`config.mk`:
```
export PLATFORM = sky130hd
export DESIGN_NAME = csel_adder_pipe_flat
export DESIGN_NICKNAME = d
export VERILOG_FILES = /design/src/rtl/csel_adder_pipe_if.sv /design/src/rtl/csel_adder_pipe.sv /design/src/flat_wrapper.sv
export SDC_FILE = /design/constraint.sdc
export NUM_CORES = 1
export LEC_CHECK = 0
export BUFFER_PORTS_ARGS = -buffer_cell sky130_fd_sc_hd__buf_4
export CAP_MARGIN = 20
export CORE_ASPECT_RATIO = 0.6
export CORE_MARGIN = 2
export CORE_UTILIZATION = 55
export CTS_BUF_LIST = sky130_fd_sc_hd__clkbuf_8
export DETAILED_ROUTE_END_ITERATION = 8
export GPL_ROUTABILITY_DRIVEN = 0
export HOLD_SLACK_MARGIN = 0.12
export PLACE_DENSITY = 0.78
export SETUP_SLACK_MARGIN = 0.15
export SLEW_MARGIN = 10
export SYNTH_ARGS = -nofsm -noshare
export SYNTH_HDL_FRONTEND = slang
export SYNTH_SLANG_ARGS = --single-unit
```
`constraint.sdc`:
```
create_clock -name clk -period 4.7 [get_ports clk]
set_clock_uncertainty 0.15 [all_clocks]
set_input_delay 1.175 -clock clk [delete_from_list [all_inputs] [get_ports clk]]
set_output_delay 1.175 -clock clk [all_outputs]
set_load 0.01 [all_outputs]
```
`src/rtl/csel_adder_pipe_if.sv`:
```
// rtl/csel_adder_pipe_if.sv - operand/result handshake bundle for csel_adder_pipe
//
// Purpose: groups the input operation channel and the output result channel
// of the pipelined carry-select adder into one interface.
// Signals:
//   in_valid/in_ready   input operation handshake
//   a, b, cin, sub      operands, carry-in and subtract select
//   out_valid/out_ready result handshake
//   sum, cout, ovf      result, carry-out of MSB, signed overflow
// Modports:
//   master  producer of operations / consumer of results
//   slave   the adder itself
interface csel_adder_pipe_if #(
    parameter int WIDTH = 16
);
    logic             in_valid;
    logic             in_ready;
    logic [WIDTH-1:0] a;
    logic [WIDTH-1:0] b;
    logic             cin;
    logic             sub;
    logic             out_valid;
    logic             out_ready;
    logic [WIDTH-1:0] sum;
    logic             cout;
    logic             ovf;

    modport master (
        output in_valid, a, b, cin, sub, out_ready,
        input  in_ready, out_valid, sum, cout, ovf
    );

    modport slave (
        input  in_valid, a, b, cin, sub, out_ready,
        output in_ready, out_valid, sum, cout, ovf
    );
endinterface

```
`src/rtl/csel_adder_pipe.sv`:
```
// rtl/csel_adder_pipe.sv - two-stage pipelined carry-select adder/subtractor
//
// Purpose: WIDTH-bit a+b+cin or a-b with valid/ready flow control.
//   Stage A precomputes, for every BLOCK-bit group, the sum and carry for a
//   group carry-in of 0 and of 1. Stage B walks the group carries by mux
//   selection and registers sum/cout/ovf. Latency 2, throughput 1/cycle.
// Ports:
//   clk   clock, rising edge
//   rst   synchronous reset, active-high
//   bus   csel_adder_pipe_if.slave (in_valid/in_ready/a/b/cin/sub,
//         out_valid/out_ready/sum/cout/ovf)
module csel_adder_pipe #(
    parameter int WIDTH = 16,
    parameter int BLOCK = 4
) (
    input logic              clk,
    input logic              rst,
    csel_adder_pipe_if.slave bus
);
    localparam int NG = WIDTH / BLOCK;
    localparam logic [BLOCK:0] ONE = 1;

    generate
        if ((WIDTH % BLOCK) != 0 || WIDTH < BLOCK) begin : g_bad_params
            $error("csel_adder_pipe: WIDTH must be a nonzero multiple of BLOCK");
        end
    endgenerate

    // Flow control: a stage may load when it is empty or its content leaves.
    logic va;
    logic vb;
    logic adv_a;
    logic adv_b;

    assign adv_b        = !vb || bus.out_ready;
    assign adv_a        = !va || adv_b;
    assign bus.in_ready = adv_a;

    // Stage A: conditional group sums.
    logic [WIDTH-1:0]            bx;
    logic                        c_in;
    logic [NG-1:0][BLOCK-1:0]    s0_d;
    logic [NG-1:0][BLOCK-1:0]    s1_d;
    logic [NG-1:0]               gc0_d;
    logic [NG-1:0]               gc1_d;
    logic                        mc0_d;
    logic                        mc1_d;

    always_comb begin
        bx    = bus.sub ? ~bus.b : bus.b;
        c_in  = bus.sub ? 1'b1 : bus.cin;
        s0_d  = '0;
        s1_d  = '0;
        gc0_d = '0;
        gc1_d = '0;
        for (int g = 0; g < NG; g++) begin
            {gc0_d[g], s0_d[g]} = {1'b0, bus.a[g*BLOCK +: BLOCK]} + {1'b0, bx[g*BLOCK +: BLOCK]};
            {gc1_d[g], s1_d[g]} = {1'b0, bus.a[g*BLOCK +: BLOCK]} + {1'b0, bx[g*BLOCK +: BLOCK]} + ONE;
        end
        // Carry into the MSB recovered from the MSB sum bit: c = s ^ a ^ bx.
        mc0_d = s0_d[NG-1][BLOCK-1] ^ bus.a[WIDTH-1] ^ bx[WIDTH-1];
        mc1_d = s1_d[NG-1][BLOCK-1] ^ bus.a[WIDTH-1] ^ bx[WIDTH-1];
    end

    logic [NG-1:0][BLOCK-1:0]    s0_q;
    logic [NG-1:0][BLOCK-1:0]    s1_q;
    logic [NG-1:0]               gc0_q;
    logic [NG-1:0]               gc1_q;
    logic                        mc0_q;
    logic                        mc1_q;
    logic                        cin_q;

    always_ff @(posedge clk) begin
        if (rst) begin
            va    <= 1'b0;
            s0_q  <= '0;
            s1_q  <= '0;
            gc0_q <= '0;
            gc1_q <= '0;
            mc0_q <= 1'b0;
            mc1_q <= 1'b0;
            cin_q <= 1'b0;
        end else if (adv_a) begin
            va <= bus.in_valid;
            if (bus.in_valid) begin
                s0_q  <= s0_d;
                s1_q  <= s1_d;
                gc0_q <= gc0_d;
                gc1_q <= gc1_d;
                mc0_q <= mc0_d;
                mc1_q <= mc1_d;
                cin_q <= c_in;
            end
        end
    end

    // Stage B: resolve group carries from the LSB group upward.
    logic [WIDTH-1:0] sum_d;
    logic             cout_d;
    logic             ovf_d;

    always_comb begin : b_resolve
        logic sel;
        logic msb_c;
        sel   = cin_q;
        msb_c = 1'b0;
        sum_d = '0;
        for (int g = 0; g < NG; g++) begin
            sum_d[g*BLOCK +: BLOCK] = sel ? s1_q[g] : s0_q[g];
            if (g == NG - 1) begin
                msb_c = sel ? mc1_q : mc0_q;
            end
            sel = sel ? gc1_q[g] : gc0_q[g];
        end
        cout_d = sel;
        ovf_d  = msb_c ^ sel;
    end

    logic [WIDTH-1:0] sum_q;
    logic             cout_q;
    logic             ovf_q;

    // Result registers only load with a valid stage-A entry, so a held
    // result never changes while out_ready is low.
    always_ff @(posedge clk) begin
        if (rst) begin
            vb     <= 1'b0;
            sum_q  <= '0;
            cout_q <= 1'b0;
            ovf_q  <= 1'b0;
        end else if (adv_b) begin
            vb <= va;
            if (va) begin
                sum_q  <= sum_d;
                cout_q <= cout_d;
                ovf_q  <= ovf_d;
            end
        end
    end

    assign bus.out_valid = vb;
    assign bus.sum       = sum_q;
    assign bus.cout      = cout_q;
    assign bus.ovf       = ovf_q;
endmodule

```
`src/flat_wrapper.sv`:
```
// flat-port wrapper written by rule: the top's interface ports become plain ports
module csel_adder_pipe_flat 
#(
    parameter int WIDTH = 16,
    parameter int BLOCK = 4
)
  (clk, rst, bus_in_valid, bus_a, bus_b, bus_cin, bus_sub, bus_out_ready, bus_in_ready, bus_out_valid, bus_sum, bus_cout, bus_ovf);
  csel_adder_pipe_if #(.WIDTH(WIDTH)) bus_i ();
  input logic clk;
  input logic rst;
  input wire logic [$bits(bus_i.in_valid)-1:0] bus_in_valid;
  input wire logic [$bits(bus_i.a)-1:0] bus_a;
  input wire logic [$bits(bus_i.b)-1:0] bus_b;
  input wire logic [$bits(bus_i.cin)-1:0] bus_cin;
  input wire logic [$bits(bus_i.sub)-1:0] bus_sub;
  input wire logic [$bits(bus_i.out_ready)-1:0] bus_out_ready;
  output wire logic [$bits(bus_i.in_ready)-1:0] bus_in_ready;
  output wire logic [$bits(bus_i.out_valid)-1:0] bus_out_valid;
  output wire logic [$bits(bus_i.sum)-1:0] bus_sum;
  output wire logic [$bits(bus_i.cout)-1:0] bus_cout;
  output wire logic [$bits(bus_i.ovf)-1:0] bus_ovf;
  assign bus_i.in_valid = bus_in_valid;
  assign bus_i.a = bus_a;
  assign bus_i.b = bus_b;
  assign bus_i.cin = bus_cin;
  assign bus_i.sub = bus_sub;
  assign bus_i.out_ready = bus_out_ready;
  assign bus_in_ready = bus_i.in_ready;
  assign bus_out_valid = bus_i.out_valid;
  assign bus_sum = bus_i.sum;
  assign bus_cout = bus_i.cout;
  assign bus_ovf = bus_i.ovf;
  csel_adder_pipe #(.WIDTH(WIDTH), .BLOCK(BLOCK)) u_core (.clk(clk), .rst(rst), .bus(bus_i));
endmodule
```
# After elaboration in Yosys (flattened, before gate mapping)
# Index checks and enable logic that the tools add are counted.
# Widths: inputs -> output; s select.
[word_totals]
regBits = 63
inputBits = 38
wordCells = 49
output_inout_bits = 20
[op_classes]
addsub = 8
n_reduce_logical = 6
n_mux = 11
n_bitwise = 6
[op_table]
columns = ["cell", "count"]
rows = [
  ["$add 4x4->5", 4],
  ["$add 5x1->5 const B", 4],
  ["$mux 16", 1],
  ["$mux 4", 4],
  ["$not 16->16", 1],
  ["$mux 1", 6],
  ["$xor 1x1->1", 5],
  ["$reduce_and 2->1", 2],
  ["$logic_not 1->1", 2],
  ["$logic_or 1x1->1", 2],
]

# Depth between registers and ports, before layout
[depth]
depth_word = 6
mapped_depth = 11
mapped_depth_nobuf = 9

# Worst setup path after synthesis
# No wires, ideal clock.
[synth_timing]
path_type = "input to register"
startpoint = "input bus_sub"
endpoint = "register u_core.mc1_q"
setup_time_ps = 74
path_stages = 10
setup_slack_ps = 960
path_buffers = 2
arrival_time_ps = 3515
required_ps = 4476
path_cell_list = "buf_2 -> buf_1 -> xor2_1 -> ha_1 -> fa_1 -> xor2_1 -> and3_1 -> nand3_1 -> mux2_2 -> a31oi_1"
[synth_via]
elab_chain_len = 5
[synth_lines]
columns = ["element", "line", "source"]
rows = [
  ["from (decl)", "flat_wrapper.sv:15", "input wire logic [$bits(bus_i.sub)-1:0] bus_sub;"],
  ["$mux 16 *", "csel_adder_pipe.sv:50", "bx = bus.sub ? ~bus.b : bus.b;"],
  ["$add 4x4->5", "csel_adder_pipe.sv:58", "{gc1_d[g], s1_d[g]} = {1'b0, bus.a[g*BLOCK +: BLOCK]} + {1'b0, bx[g*BLOCK +: BLOCK]} + ONE;"],
  ["$add 5x1->5", "csel_adder_pipe.sv:58", ""],
  ["$xor 1x1->1", "csel_adder_pipe.sv:62", "mc1_d = s1_d[NG-1][BLOCK-1] ^ bus.a[WIDTH-1] ^ bx[WIDTH-1];"],
  ["$xor 1x1->1 *", "csel_adder_pipe.sv:62", ""],
  ["to (signal assigned)", "csel_adder_pipe.sv:91", "mc1_q <= mc1_d;"],
  ["to (decl)", "csel_adder_pipe.sv:70", "logic mc1_q;"],
]
# Every way passes the cells marked *; elsewhere a longest branch is shown, timed or not.
# A chain may end at the register's enable or synchronous reset.

# Worst setup path in the final report
# Ends and elaborated chain as after synthesis.

==> metrics.txt <==
clock latency on the worst-skew pair 0.34 ns; Yosys cell types 33; most numerous cell in the Yosys netlist dfxtp_1; area taken by multi-input logic gates 1940 sq um; fin util 0.684; Setup TNS Final 0 ns; number of remaining DRC errors 0; Via Count 2730; routed length per instance 13.8 um; via/cell ratio 5.24; Die Width 105 um; Yosys warning count 0; CTS clk-pin slew, worst paths 0.07 ns; Mapped Cells 384; Final Critical Period 3.28 ns; Avg Cell Area, Syn 8.77 sq um; Area Growth Syn to Fin 21.9%; post-route clock period utilization 0.697; static leakage 1.85 nW; largest area contributor in the netlist dfxtp_1; RSZ-0062 raised after global routing false; Setup crit end kind register; port buffer count 57; syn nets 447; Worst R2R Path Depth 5; Slew HR 0.376; Longest Clk Path Bufs 2; maximum vdd drop 0.137 mV; IO Pins 58; area taken by flip-flops and latches 1260 sq um; height of the die 64.6 um; Num CTS Buffers 9; Detailed Route WL 7190 um; max_cap viols 0; register area share after synthesis 0.375; Worst EP arrival 3.39 ns; status finished clean; worst hold endpoint u_core.s0_q[2]$_SDFFE_PP0P_; drt pass-1 iters 4; Iteration-0 DRC Markers 171; Worst Hold Launch u_core.s0_q[2]$_SDFFE_PP0P_; Global Route Usage Sum 0.233; # Post-CTS Setup Buffers 0; ANT nets after route 0; final setup vio count 0; PD cells 388 nW/um^2; Cell Area, Synth 3370 sq um; worst-path maximum fanout 17; ys flop type dfxtp_1; WHS 0.306 ns; Nets 495; EDFF count, synth 0; CTS root buffer clkbuf_8; actual slew at the worst max-slew pin 0.936 ns; die area 6780 sq um; PostCTS Resize Cnt 0; H-tree levels 3; row count 22; WS Path Type in2reg; Max Slew Vio Count 0; reg-to-reg setup timing slack 1.87 ns; # fillers 511; Initial Util 0.561; clock sink count 63; final hold violations 0; Post-DP HPWL 5130 um; reg2reg end u_core.bus.sum[13]$_SDFFE_PP0P_; asr flop ratio synth 0; largest net degree at the start of global routing 67; Ant. Diodes 0; FMAX 0.305 GHz; hold path depth 2; share of post-route cells with drive strength above 1 0.181; Hold Crit Class reg2reg; first-pass GRT wire length 12400 um; synth top area cells dfxtp_1, ha_1, a211oi_1; post-synth top area share 0.375; commonest cells in the netlist dfxtp_1, nor2_1, nand2_1; CTS tree yes; RR Startpoint u_core.cin_q$_SDFFE_PP0P_; #FFs+latches synth 63; initial antenna violation count 0; Crit path required time 4.81 ns; CTS Hold Bufs 0; vias in the first global route 2542; gr ovfl total 0; Core Region 6000 sq um; startpoint types primary input
## kinds of logic (layout without fill, tap and decap cells)
group,Yosys count,in the layout,synth area share
compound gates,78,78,0.150
xor+xnor,35,35,0.0910
fa+ha+maj,25,25,0.102
buf+inv,41,94,0.0483
flops,63,63,0.375
mux,23,23,0.0799
simple gates,119,119,0.154
## how the worst max path moves through the flow
stage | slack [ns] | start | cells past startpoint | endpoint
final | 1.42 | bus_sub | 9 | u_core.mc1_q$_SDFFE_PP0P_
after global routing | 1.25 | bus_sub | 9 | u_core.mc1_q$_SDFFE_PP0P_
after CTS | 1.45 | bus_sub | 9 | u_core.mc1_q$_SDFFE_PP0P_
after detailed placement | 1.11 | bus_sub | 9 | u_core.mc1_q$_SDFFE_PP0P_
after global placement | 1.19 | bus_sub | 9 | u_core.mc1_q$_SDFFE_PP0P_
after floorplan | 0.96 | bus_sub | 10 | u_core.mc1_q$_SDFFE_PP0P_
## flip-flops by register name, summed over array words and instances, names as in the netlist
signal,cells
u_core.bus.cout,1
u_core.mc1_q,1
u_core.gc0_q,4
u_core.mc0_q,1
u_core.s1_q,16
u_core.cin_q,1
u_core.va,1
u_core.gc1_q,4
u_core.bus.sum,16
u_core.bus.out_valid,1
u_core.bus.ovf,1
u_core.s0_q,16
## metal layers
layer	routed length [um]	part of all wire	global-route usage
met5	0	0	0
met4	68	0.0095	0.0550
met3	413	0.057	0.0714
met2	2960	0.41	0.331
met1	3750	0.52	0.344
## per-stage QoR
step           setup WS, ns  std cells  area, sq um  total power, mW
2_1_floorplan         0.960        384         3370            0.920
3_3_place_gp           1.19        503         3810             1.02
3_5_place_dp           1.11        504         3840             1.04
4_1_cts                1.45        520         4080             1.60
5_1_grt                1.25        521         4100             1.69
6_report               1.42        521         4100             1.59
## worst max-delay path: stages
cell     delay, ns
buf_4         0.20
xor2_1        0.19
ha_1          0.22
fa_1          0.40
xor2_1        0.34
and3_1        0.28
nand3_1       0.09
mux2_2        0.32
a31oi_1       0.17
## placed cells by master (no fill, tap or decap), drive strengths merged
master / Yosys / layout
o21ai: 2 / 2
dfxtp: 63 / 63
a21oi: 31 / 31
nand2: 37 / 37
fa: 4 / 4
a211oi: 32 / 32
o211ai: 2 / 2
nand3: 9 / 9
nand2b: 4 / 4
nand3b: 6 / 6
and2: 2 / 2
mux2: 1 / 1
and3: 3 / 3
nor2: 50 / 50
a31oi: 1 / 1
buf: 5 / 60
xor2: 24 / 24
nor2b: 1 / 1
clkinv: 0 / 3
o22ai: 1 / 1
nor3: 6 / 6
inv: 18 / 19
a21o: 5 / 5
clkbuf: 18 / 9
a22oi: 1 / 1
xnor2: 11 / 11
mux2i: 22 / 22
a311o: 2 / 2
a21boi: 1 / 1
bufinv: 0 / 3
and4b: 1 / 1
ha: 21 / 21
## where the power goes
part	leakage, nW	internal (mW)	switching, mW	total [mW]
sequential	0.520	0.591	0.0353	0.626
clock	0.124	0.349	0.210	0.560
combinational	1.21	0.186	0.219	0.405
## layout make-up
type                    instances  area share
clock buffers                   9      0.0302
clock inverters                 7      0.0274
inverters                      18      0.0165
multi-input cells             280       0.473
flip-flops and latches         63       0.307
well taps                      84      0.0256
repair buffers                 60       0.120
(Power assumes the default switching activity.)
